[src/rtl/pipe_ctrl_pkg.sv]
// Shared types and encodings for the pipeline sequencing controller.
// Latency: n/a (types and constants only).
// Backpressure: n/a.
package pipe_ctrl_pkg;

    // Controller state
    typedef enum logic [1:0] {
        START    = 2'd0,
        RUN      = 2'd1,
        MEM_WAIT = 2'd2,
        HALT     = 2'd3
    } state_t;

    // PC source select encodings
    localparam logic [1:0] PCSEL_SEQ = 2'd0;
    localparam logic [1:0] PCSEL_BR  = 2'd1;
    localparam logic [1:0] PCSEL_JMP = 2'd2;

    // Width of the consecutive dmem wait-cycle counter
    localparam int WAIT_W = 16;

endpackage

[src/rtl/pipe_hazard_ctrl_sat_counter.sv]
// Saturating up-counter with synchronous clear.
// Latency: count reflects inc one clock after it is sampled.
// Backpressure: none; holds at all-ones instead of wrapping.
module sat_counter #(
    parameter int CNT_W = 32
) (
    input  logic             clk,
    input  logic             arst,
    input  logic             inc,
    input  logic             clear,
    output logic [CNT_W-1:0] count
);

    // Count up on inc, stick at all-ones, clear has priority
    always_ff @(posedge clk or posedge arst) begin
        if (arst) begin
            count <= '0;
        end else if (clear) begin
            count <= '0;
        end else if (inc && (count != '1)) begin
            count <= count + CNT_W'(1);
        end
    end

endmodule

[src/rtl/pipe_hazard_ctrl.sv]
// Pipeline sequencing: stage enables, bubbles/flushes and PC redirect from hazards.
// Latency: enables/strobes are combinational, act on the next clk edge; counters/state registered.
// Backpressure: dmem not ready freezes all stages; timeout halts until reset.
module pipe_hazard_ctrl
    import pipe_ctrl_pkg::*;
#(
    parameter int REG_ADDR_W  = 5,
    parameter int CNT_W       = 32,
    parameter int MEM_TIMEOUT = 255
) (
    input  logic                  clk,
    input  logic                  arst,
    input  logic [REG_ADDR_W-1:0] if_id_rs1,
    input  logic [REG_ADDR_W-1:0] if_id_rs2,
    input  logic                  if_id_uses_rs2,
    input  logic [REG_ADDR_W-1:0] id_ex_rd,
    input  logic                  id_ex_memread,
    input  logic                  ex_mem_membranch,
    input  logic                  ex_mem_zero,
    input  logic                  ex_mem_memjump,
    input  logic                  dmem_req,
    input  logic                  dmem_ready,
    output logic                  en_pc,
    output logic                  en_if_id,
    output logic                  en_id_ex,
    output logic                  en_ex_mem,
    output logic                  en_mem_wb,
    output logic                  flush_if_id,
    output logic                  bubble_id_ex,
    output logic                  bubble_ex_mem,
    output logic [1:0]            pc_sel,
    output logic                  mem_err,
    output logic [CNT_W-1:0]      stall_cnt,
    output logic [CNT_W-1:0]      flush_cnt
);

    localparam logic [WAIT_W-1:0] TIMEOUT = WAIT_W'(MEM_TIMEOUT);

    state_t            state, state_nxt;
    logic [WAIT_W-1:0] wait_cnt, wait_nxt;
    logic              err_nxt;
    logic              load_use, redirect, mem_stall, run_active;
    logic              stall_inc, flush_inc;

    // x0 is hardwired, so a load targeting it never creates a dependency
    assign load_use  = id_ex_memread && (id_ex_rd != '0) &&
                       ((id_ex_rd == if_id_rs1) ||
                        (if_id_uses_rs2 && (id_ex_rd == if_id_rs2)));
    assign redirect  = ex_mem_memjump || (ex_mem_membranch && ex_mem_zero);
    assign mem_stall = dmem_req && !dmem_ready;
    // Cycles where normal hazard resolution applies; a MEM_WAIT release acts like RUN
    assign run_active = ((state == RUN) && !mem_stall) ||
                        ((state == MEM_WAIT) && dmem_ready);

    // State, wait counter and sticky error register
    always_ff @(posedge clk or posedge arst) begin
        if (arst) begin
            state    <= START;
            wait_cnt <= '0;
            mem_err  <= 1'b0;
        end else begin
            state    <= state_nxt;
            wait_cnt <= wait_nxt;
            mem_err  <= err_nxt;
        end
    end

    // Next-state logic; wait_cnt counts frozen cycles including the entry cycle
    always_comb begin
        state_nxt = state;
        wait_nxt  = wait_cnt;
        err_nxt   = mem_err;
        case (state)
            START: state_nxt = RUN;
            RUN: begin
                if (mem_stall) begin
                    wait_nxt = WAIT_W'(1);
                    if (TIMEOUT == WAIT_W'(1)) begin
                        state_nxt = HALT;
                        err_nxt   = 1'b1;
                    end else begin
                        state_nxt = MEM_WAIT;
                    end
                end
            end
            MEM_WAIT: begin
                if (dmem_ready) begin
                    state_nxt = RUN;
                    wait_nxt  = '0;
                end else begin
                    wait_nxt = wait_cnt + WAIT_W'(1);
                    if ((wait_cnt + WAIT_W'(1)) == TIMEOUT) begin
                        state_nxt = HALT;
                        err_nxt   = 1'b1;
                    end
                end
            end
            HALT:    state_nxt = HALT;
            default: state_nxt = START;
        endcase
    end

    // Output decode: redirect beats load-use; frozen states drive everything low
    always_comb begin
        en_pc         = 1'b0;
        en_if_id      = 1'b0;
        en_id_ex      = 1'b0;
        en_ex_mem     = 1'b0;
        en_mem_wb     = 1'b0;
        flush_if_id   = 1'b0;
        bubble_id_ex  = 1'b0;
        bubble_ex_mem = 1'b0;
        pc_sel        = PCSEL_SEQ;
        if (run_active) begin
            en_id_ex  = 1'b1;
            en_ex_mem = 1'b1;
            en_mem_wb = 1'b1;
            if (redirect) begin
                en_pc         = 1'b1;
                en_if_id      = 1'b1;
                flush_if_id   = 1'b1;
                bubble_id_ex  = 1'b1;
                bubble_ex_mem = 1'b1;
                pc_sel        = ex_mem_memjump ? PCSEL_JMP : PCSEL_BR;
            end else if (load_use) begin
                bubble_id_ex = 1'b1;
            end else begin
                en_pc    = 1'b1;
                en_if_id = 1'b1;
            end
        end
    end

    assign stall_inc = ((state == RUN) || (state == MEM_WAIT)) && !en_pc;
    assign flush_inc = run_active && redirect;

    sat_counter #(.CNT_W(CNT_W)) u_stall_cnt (
        .clk   (clk),
        .arst  (arst),
        .inc   (stall_inc),
        .clear (1'b0),
        .count (stall_cnt)
    );

    sat_counter #(.CNT_W(CNT_W)) u_flush_cnt (
        .clk   (clk),
        .arst  (arst),
        .inc   (flush_inc),
        .clear (1'b0),
        .count (flush_cnt)
    );

endmodule

[config.mk]
export PLATFORM = sky130hd
export DESIGN_NAME = pipe_hazard_ctrl
export DESIGN_NICKNAME = d
export VERILOG_FILES = /design/src/rtl/pipe_ctrl_pkg.sv /design/src/rtl/pipe_hazard_ctrl_sat_counter.sv /design/src/rtl/pipe_hazard_ctrl.sv
export SDC_FILE = /design/constraint.sdc
export NUM_CORES = 1
export LEC_CHECK = 0
export CAP_MARGIN = 20
export CELL_PAD_IN_SITES_DETAIL_PLACEMENT = 0
export CELL_PAD_IN_SITES_GLOBAL_PLACEMENT = 1
export CORE_AREA = 10 10 140 104
export CTS_BUF_LIST = sky130_fd_sc_hd__clkbuf_4
export DETAILED_ROUTE_END_ITERATION = 8
export DIE_AREA = 0 0 150 114
export PLACE_DENSITY_LB_ADDON = 0.2
export SKIP_LAST_GASP = 1
export SLEW_MARGIN = 25
export SYNTH_ARGS = -nofsm -noshare
export SYNTH_HDL_FRONTEND = slang
export SYNTH_SLANG_ARGS = --single-unit
[constraint.sdc]
create_clock -name clk -period 3.6 [get_ports clk]
set_input_delay 0.9 -clock clk [delete_from_list [all_inputs] [get_ports clk]]
set_output_delay 0.9 -clock clk [all_outputs]
set_load 0.02 [all_outputs]
# Word level (Yosys, flattened, before mapping)
# Cells that the tools add are included.
dict set report word_totals {
  output_inout_bits 75
  regBits 83
  in_bits 24
}
dict set report op_classes {
  n_eq_ne 10
  muxes 19
  addsub 3
  bitwise_logic 1
  reduce_logical 24
}
# operator count
set ops {}
lappend ops {{adder 32 x 1 -> 32 bit (second input constant)} 2}
lappend ops {{inequality test 32 bit (second input constant)} 2}
lappend ops {{2-to-1 mux 16 bit} 2}
lappend ops {{case mux 16 bit (2 select lines)} 1}
lappend ops {{adder 16 x 1 -> 16 bit (second input constant)} 1}
lappend ops {{== test 16 x 8 -> 1 bit (second input constant)} 1}
lappend ops {{2-to-1 mux 2 bit} 6}
lappend ops {{logical AND 1 bit} 11}
lappend ops {{== test 5 bit} 2}
lappend ops {{2-to-1 mux 1 bit} 9}
lappend ops {{case mux 2 bit (4 select lines)} 1}
lappend ops {{nonzero test 5 bit} 1}
lappend ops {{== test 2 bit (second input constant)} 2}
lappend ops {{logical OR 1 bit} 4}
lappend ops {{AND reduction 2 bit} 2}
lappend ops {{zero test 1 bit} 3}
lappend ops {{inequality test 3 x 2 -> 1 bit (second input constant)} 1}
lappend ops {{AND reduction 3 bit} 1}
lappend ops {{== test 2 x 1 -> 1 bit (second input constant)} 1}
lappend ops {{zero test 2 bit} 1}
lappend ops {{inequality test 2 bit (second input constant)} 1}
lappend ops {{nonzero test 2 bit} 1}
lappend ops {{inverter 1 bit} 1}

# Longest topological paths before layout
dict set report logic_depth {
  depth_word 10
  ltp_mapped 10
}

# Hierarchy
# Synthesis repeated with hierarchy kept, for this count alone.
dict set report hier_totals {
  cells_unflattened 578
  hier_area_um2 5132.4
}
# mod cells_each instances area_each_um2
set by_module_without_submodules {}
lappend by_module_without_submodules {sat_counter 186 2 1740.4}
lappend by_module_without_submodules {pipe_hazard_ctrl 206 1 1651.6}

# Worst setup path after synthesis
# Ideal clock, no wire load.
dict set report synth_path {
  path_type {in2out}
  from {input port id_ex_rd[1]}
  to {output port en_pc}
  n_path_buf 1
  slack_ns 0.434
  t_arrival_ns 2.266
  stages 6
  required_time_ns 2.700
  path_cell_list {or4_1 o21ai_1 nand2b_1 nor2_1 nor2_1 buf_4}
}
dict set report synth_between {
  elab_chain_len 7
  word_cells_on_any_way 10
  cone_classes {eq/ne: 2; mux: 3; reduce/logical: 5}
}
# item line
set synth_lines {}
lappend synth_lines {{start, declared} pipe_hazard_ctrl.sv:16} ;# input logic [REG_ADDR_W-1:0] id_ex_rd,
lappend synth_lines {{== test 5 bit} pipe_hazard_ctrl.sv:48} ;# (if_id_uses_rs2 && (id_ex_rd == if_id_rs2)));
lappend synth_lines {{logical AND 1 bit} pipe_hazard_ctrl.sv:48}
lappend synth_lines {{logical OR 1 bit} pipe_hazard_ctrl.sv:47} ;# ((id_ex_rd == if_id_rs1) ||
lappend synth_lines {{logical AND 1 bit *} pipe_hazard_ctrl.sv:46} ;# assign load_use = id_ex_memread && (id_ex_rd != '0) &&
lappend synth_lines {{2-to-1 mux 1 bit * (3 in a row)} -}
lappend synth_lines {{end, declared} pipe_hazard_ctrl.sv:23} ;# output logic en_pc,
# Mark *: on every way between the ends. The rest lies on a longest branch, timed or not.

# Worst setup path after layout
dict set report layout_path {
  from {input port id_ex_rd[1]}
  to {output port en_pc}
}
dict set report layout_between {
  elab_chain_len 7
  word_cells_on_any_way 10
  cone_classes {eq/ne: 2; mux: 3; reduce/logical: 5}
}
# item line
set layout_lines {}
lappend layout_lines {{== test 5 bit} pipe_hazard_ctrl.sv:48}
lappend layout_lines {{logical AND 1 bit} pipe_hazard_ctrl.sv:48}
lappend layout_lines {{logical OR 1 bit} pipe_hazard_ctrl.sv:47}
lappend layout_lines {{logical AND 1 bit *} pipe_hazard_ctrl.sv:46}
lappend layout_lines {{2-to-1 mux 1 bit *} pipe_hazard_ctrl.sv:125} ;# end else if (load_use) begin
lappend layout_lines {{2-to-1 mux 1 bit *} pipe_hazard_ctrl.sv:118} ;# if (redirect) begin
lappend layout_lines {{2-to-1 mux 1 bit *} pipe_hazard_ctrl.sv:114} ;# if (run_active) begin
# Marks and branches as above.

==> impl_metrics.yaml <==
status:
  outcome: "completed"
placement:
  gp_congestion: 0.8805
  portBuffers: 98
  dp_hpwl_mm: 8.918
  preCtsSetupSlack_ns: -0.2899
  dpl_cell_area_mm2: 0.005859
  dp.cells: 736
worst_setup_path:
  path_max_fanout: 2
  worstSetupPathType: "input pin to primary output"
  crit_arrival_ns: 2.68
  start_kind: "input pin"
  cp_common_cell: "nor2_1"
  worstPathCellList: "clkdlybuf4s50_1 -> or4_1 -> o21ai_1 -> nand2b_1 -> nor2_1 -> nor2_1 -> clkdlybuf4s15_1"
  critical-path-slowest-cell: "or4_1"
  max_stage_delay_ns: 0.53
  required_ns: 2.70
  cp-end-kind: "primary output"
pwr:
  irDropWorstVdd_uv: 507.4
  netSwitchingPower_mw: 1.147
  power_density_mw_per_mm2: 488.6
  seqPwrFrac_pct: 41.7
  combinationalPowerShare_pct: 40.0
  p_int_mw: 1.781
  switching_share_pct: 39.17
  clkPwrFrac_pct: 18.3
  finalPower_mw: 2.928
  cellLeakagePower_nw: 2.310
cts:
  cts_root_buf: "clkbuf_4"
  clockBufferDepth: 2
  cts_tree: "yes"
  cts_buffers: 9
  clk_pin_slew_worst_paths_ns: 0.14
  cts_max_level: 3
  clock_latency_ns: 0.44
  cts_hold_buf: 0
  numClockSinks: 83
worst_hold_path:
  hold_class: "register to register"
layout:
  num_antenna_cells: 0
  layout.nets: 616
  final_util_pct: 49.96
  layout.cells.non_filler: 752
  fin_area_mm2: 0.005993
  drive_gt1_share_pct: 8.475
  area_growth_pct: 29.46
route:
  first_pass_iters: 4
  via_per_inst: 5.311
  drc_errors: 0
  num_vias: 3994
  drt_iter0_drc: 185
  antenna_left: 0
  routed_wirelength_mm: 12.25
  wire_per_inst_um: 16.29
synth:
  synth_warnings: 0
  synth-edff-count: 0
  ys_seq_elements: 83
  netlist_area_mm2: 0.004629
  syn_nets: 512
  synth_area_leader_cell: "dfrtp_1"
  synth_cell_types: 50
  synth_ff_type: "dfrtp_1"
  synth_common_cells: "83 x dfrtp_1, 44 x nand2_1, 40 x xnor2_1"
  syn_area_per_cell_um2: 9.625
  synthCells: 481
  seq_area_frac_synth_pct: 44.86
  synthTopCellsByArea: "dfrtp_1 45%, xnor2_1 7.6%, xor2_1 6.2%"
  synth_top_cell_area_share_pct: 44.86
  yosysMostFrequentCell: "dfrtp_1"
  async_flop_share_pct: 100.0
sta:
  final.setup.tns_ns: 0
  setup_ws_ns: 0.01653
  drv_slew: 0
  skew_ns: 0.02125
  period_needed_ns: 3.583
  finalCritPeriodShare_pct: 99.54
  worst_slew_pin_slew_ns: 0.6683
  rsz0062_at_grt: "true"
  whs_ns: 0.4745
  hold_viol_final: 0
  relSlewSlack_pct: 55.28
  fmax_ghz: 0.2791
  setup_viol: 0
job:
  cap_viol_max_count: 0
die:
  fp.coreArea_mm2: 0.01200
  die-area_mm2: 0.01710
  start_util_pct: 38.59
  die_h_um: 114
  rows: 34
  pin_count: 99
  die_x_um: 150
grt:
  grt_pass1_wl_mm: 19.87
  grt_pass1_vias: 3753
  grt-busiest-layer: "met1"
  grtUsageTotal_pct: 14.12
  grt_antenna_before_repair: 0
  use_met3_pct: 4.828
  grt_max_degree: 52
  grt-ovfl-total: 0
  met1_usage_pct: 20.48
  grt.met2_usage_pct: 19.67
==> worst paths after layout <==
check / from / endpoint / slack, ns / cells after the start
min in group asynchronous: arst / u_stall_cnt.count[26]$_DFFE_PP0P_ / 0.82 / 2
hold reg to reg: mem_err$_DFFE_PP0P_ / mem_err$_DFFE_PP0P_ / 0.47 / 1
hold / removal: mem_err$_DFFE_PP0P_ / mem_err$_DFFE_PP0P_ / 0.47 / 1
setup / recovery: id_ex_rd[1] / en_pc / 0.02 / 7
setup reg to reg: wait_cnt[0]$_DFFE_PP0P_ / state[0]$_DFFE_PP0P_ / 1.03 / 7
max in group asynchronous: arst / wait_cnt[8]$_DFFE_PP0P_ / 2.10 / 3
==> cell families after synthesis <==
kind of cell / after synthesis / share of synthesized area [%]
AND/OR/NAND/NOR: 220 / 26.54
flip-flops: 83 / 44.86
XOR/XNOR: 73 / 13.81
AO/OA/AOI/OAI: 63 / 8.730
buffers and inverters: 30 / 3.000
adder cells (fa/ha/maj): 7 / 1.892
multiplexers: 5 / 1.162
==> flip-flops by register name (all words and copies together) (netlist names) <==
name,cells
u_stall_cnt.count,32
u_flush_cnt.count,32
state,2
wait_cnt,16
mem_err,1
==> power groups by stage <==
| stage | clock network (mW) | logic, mW | registers [mW] |
|---|---|---|---|
| finish | 0.535 | 1.17 | 1.22 |
| global route | 0.592 | 1.27 | 1.25 |
| CTS | 0.555 | 1.18 | 1.22 |
| detailed placement | 0 | 1.18 | 1.24 |
| global placement | 0 | 1.17 | 1.23 |
| floorplan | 0 | 0.601 | 1.30 |
==> worst max-delay path, delay by kind of cell <==
kind,cells,cell delay [ns]
simple gates,4,0.86
compound gates,1,0.18
buf+inv,2,0.75
==> final cells by class <==
cell class                      count  area [um^2]
Clock inverter                      6        56.30
Timing Repair Buffer              113         1114
Inverter                           10        38.79
Clock buffer                       10        75.07
Fill cell                        1164         6003
Tap cell                          162        202.7
Multi-Input combinational cell    368         2429
Sequential cell                    83         2078
==> layout by cell type, fill, tap and decap left out, drive strengths merged, types with 7 or more instances in the layout <==
master	count
inv	9
xor2	33
clkdlybuf4s50	95
a21oi	10
nand2	44
clkbuf	11
nor2	23
buf	15
o21ai	26
ha	7
nor4	11
nor3	25
nand4	23
and4	14
o31ai	11
dfrtp	83
and3	7
xnor2	40
nand3	38
==> layer usage <==
layer  routed length, um  up-vias
met2                4921      120
li1                    -     1946
met3                 927       11
met1                6300     1917
met5                   0        -
met4                 102        0
==> what timing repair did <==
item,in CTS,in global routing
pin swaps,0,0
endpoints found under the setup margin,3,5
setup buffers,0,0
resized for setup,3,7
Note: power is estimated with default switching activity, not from simulation.
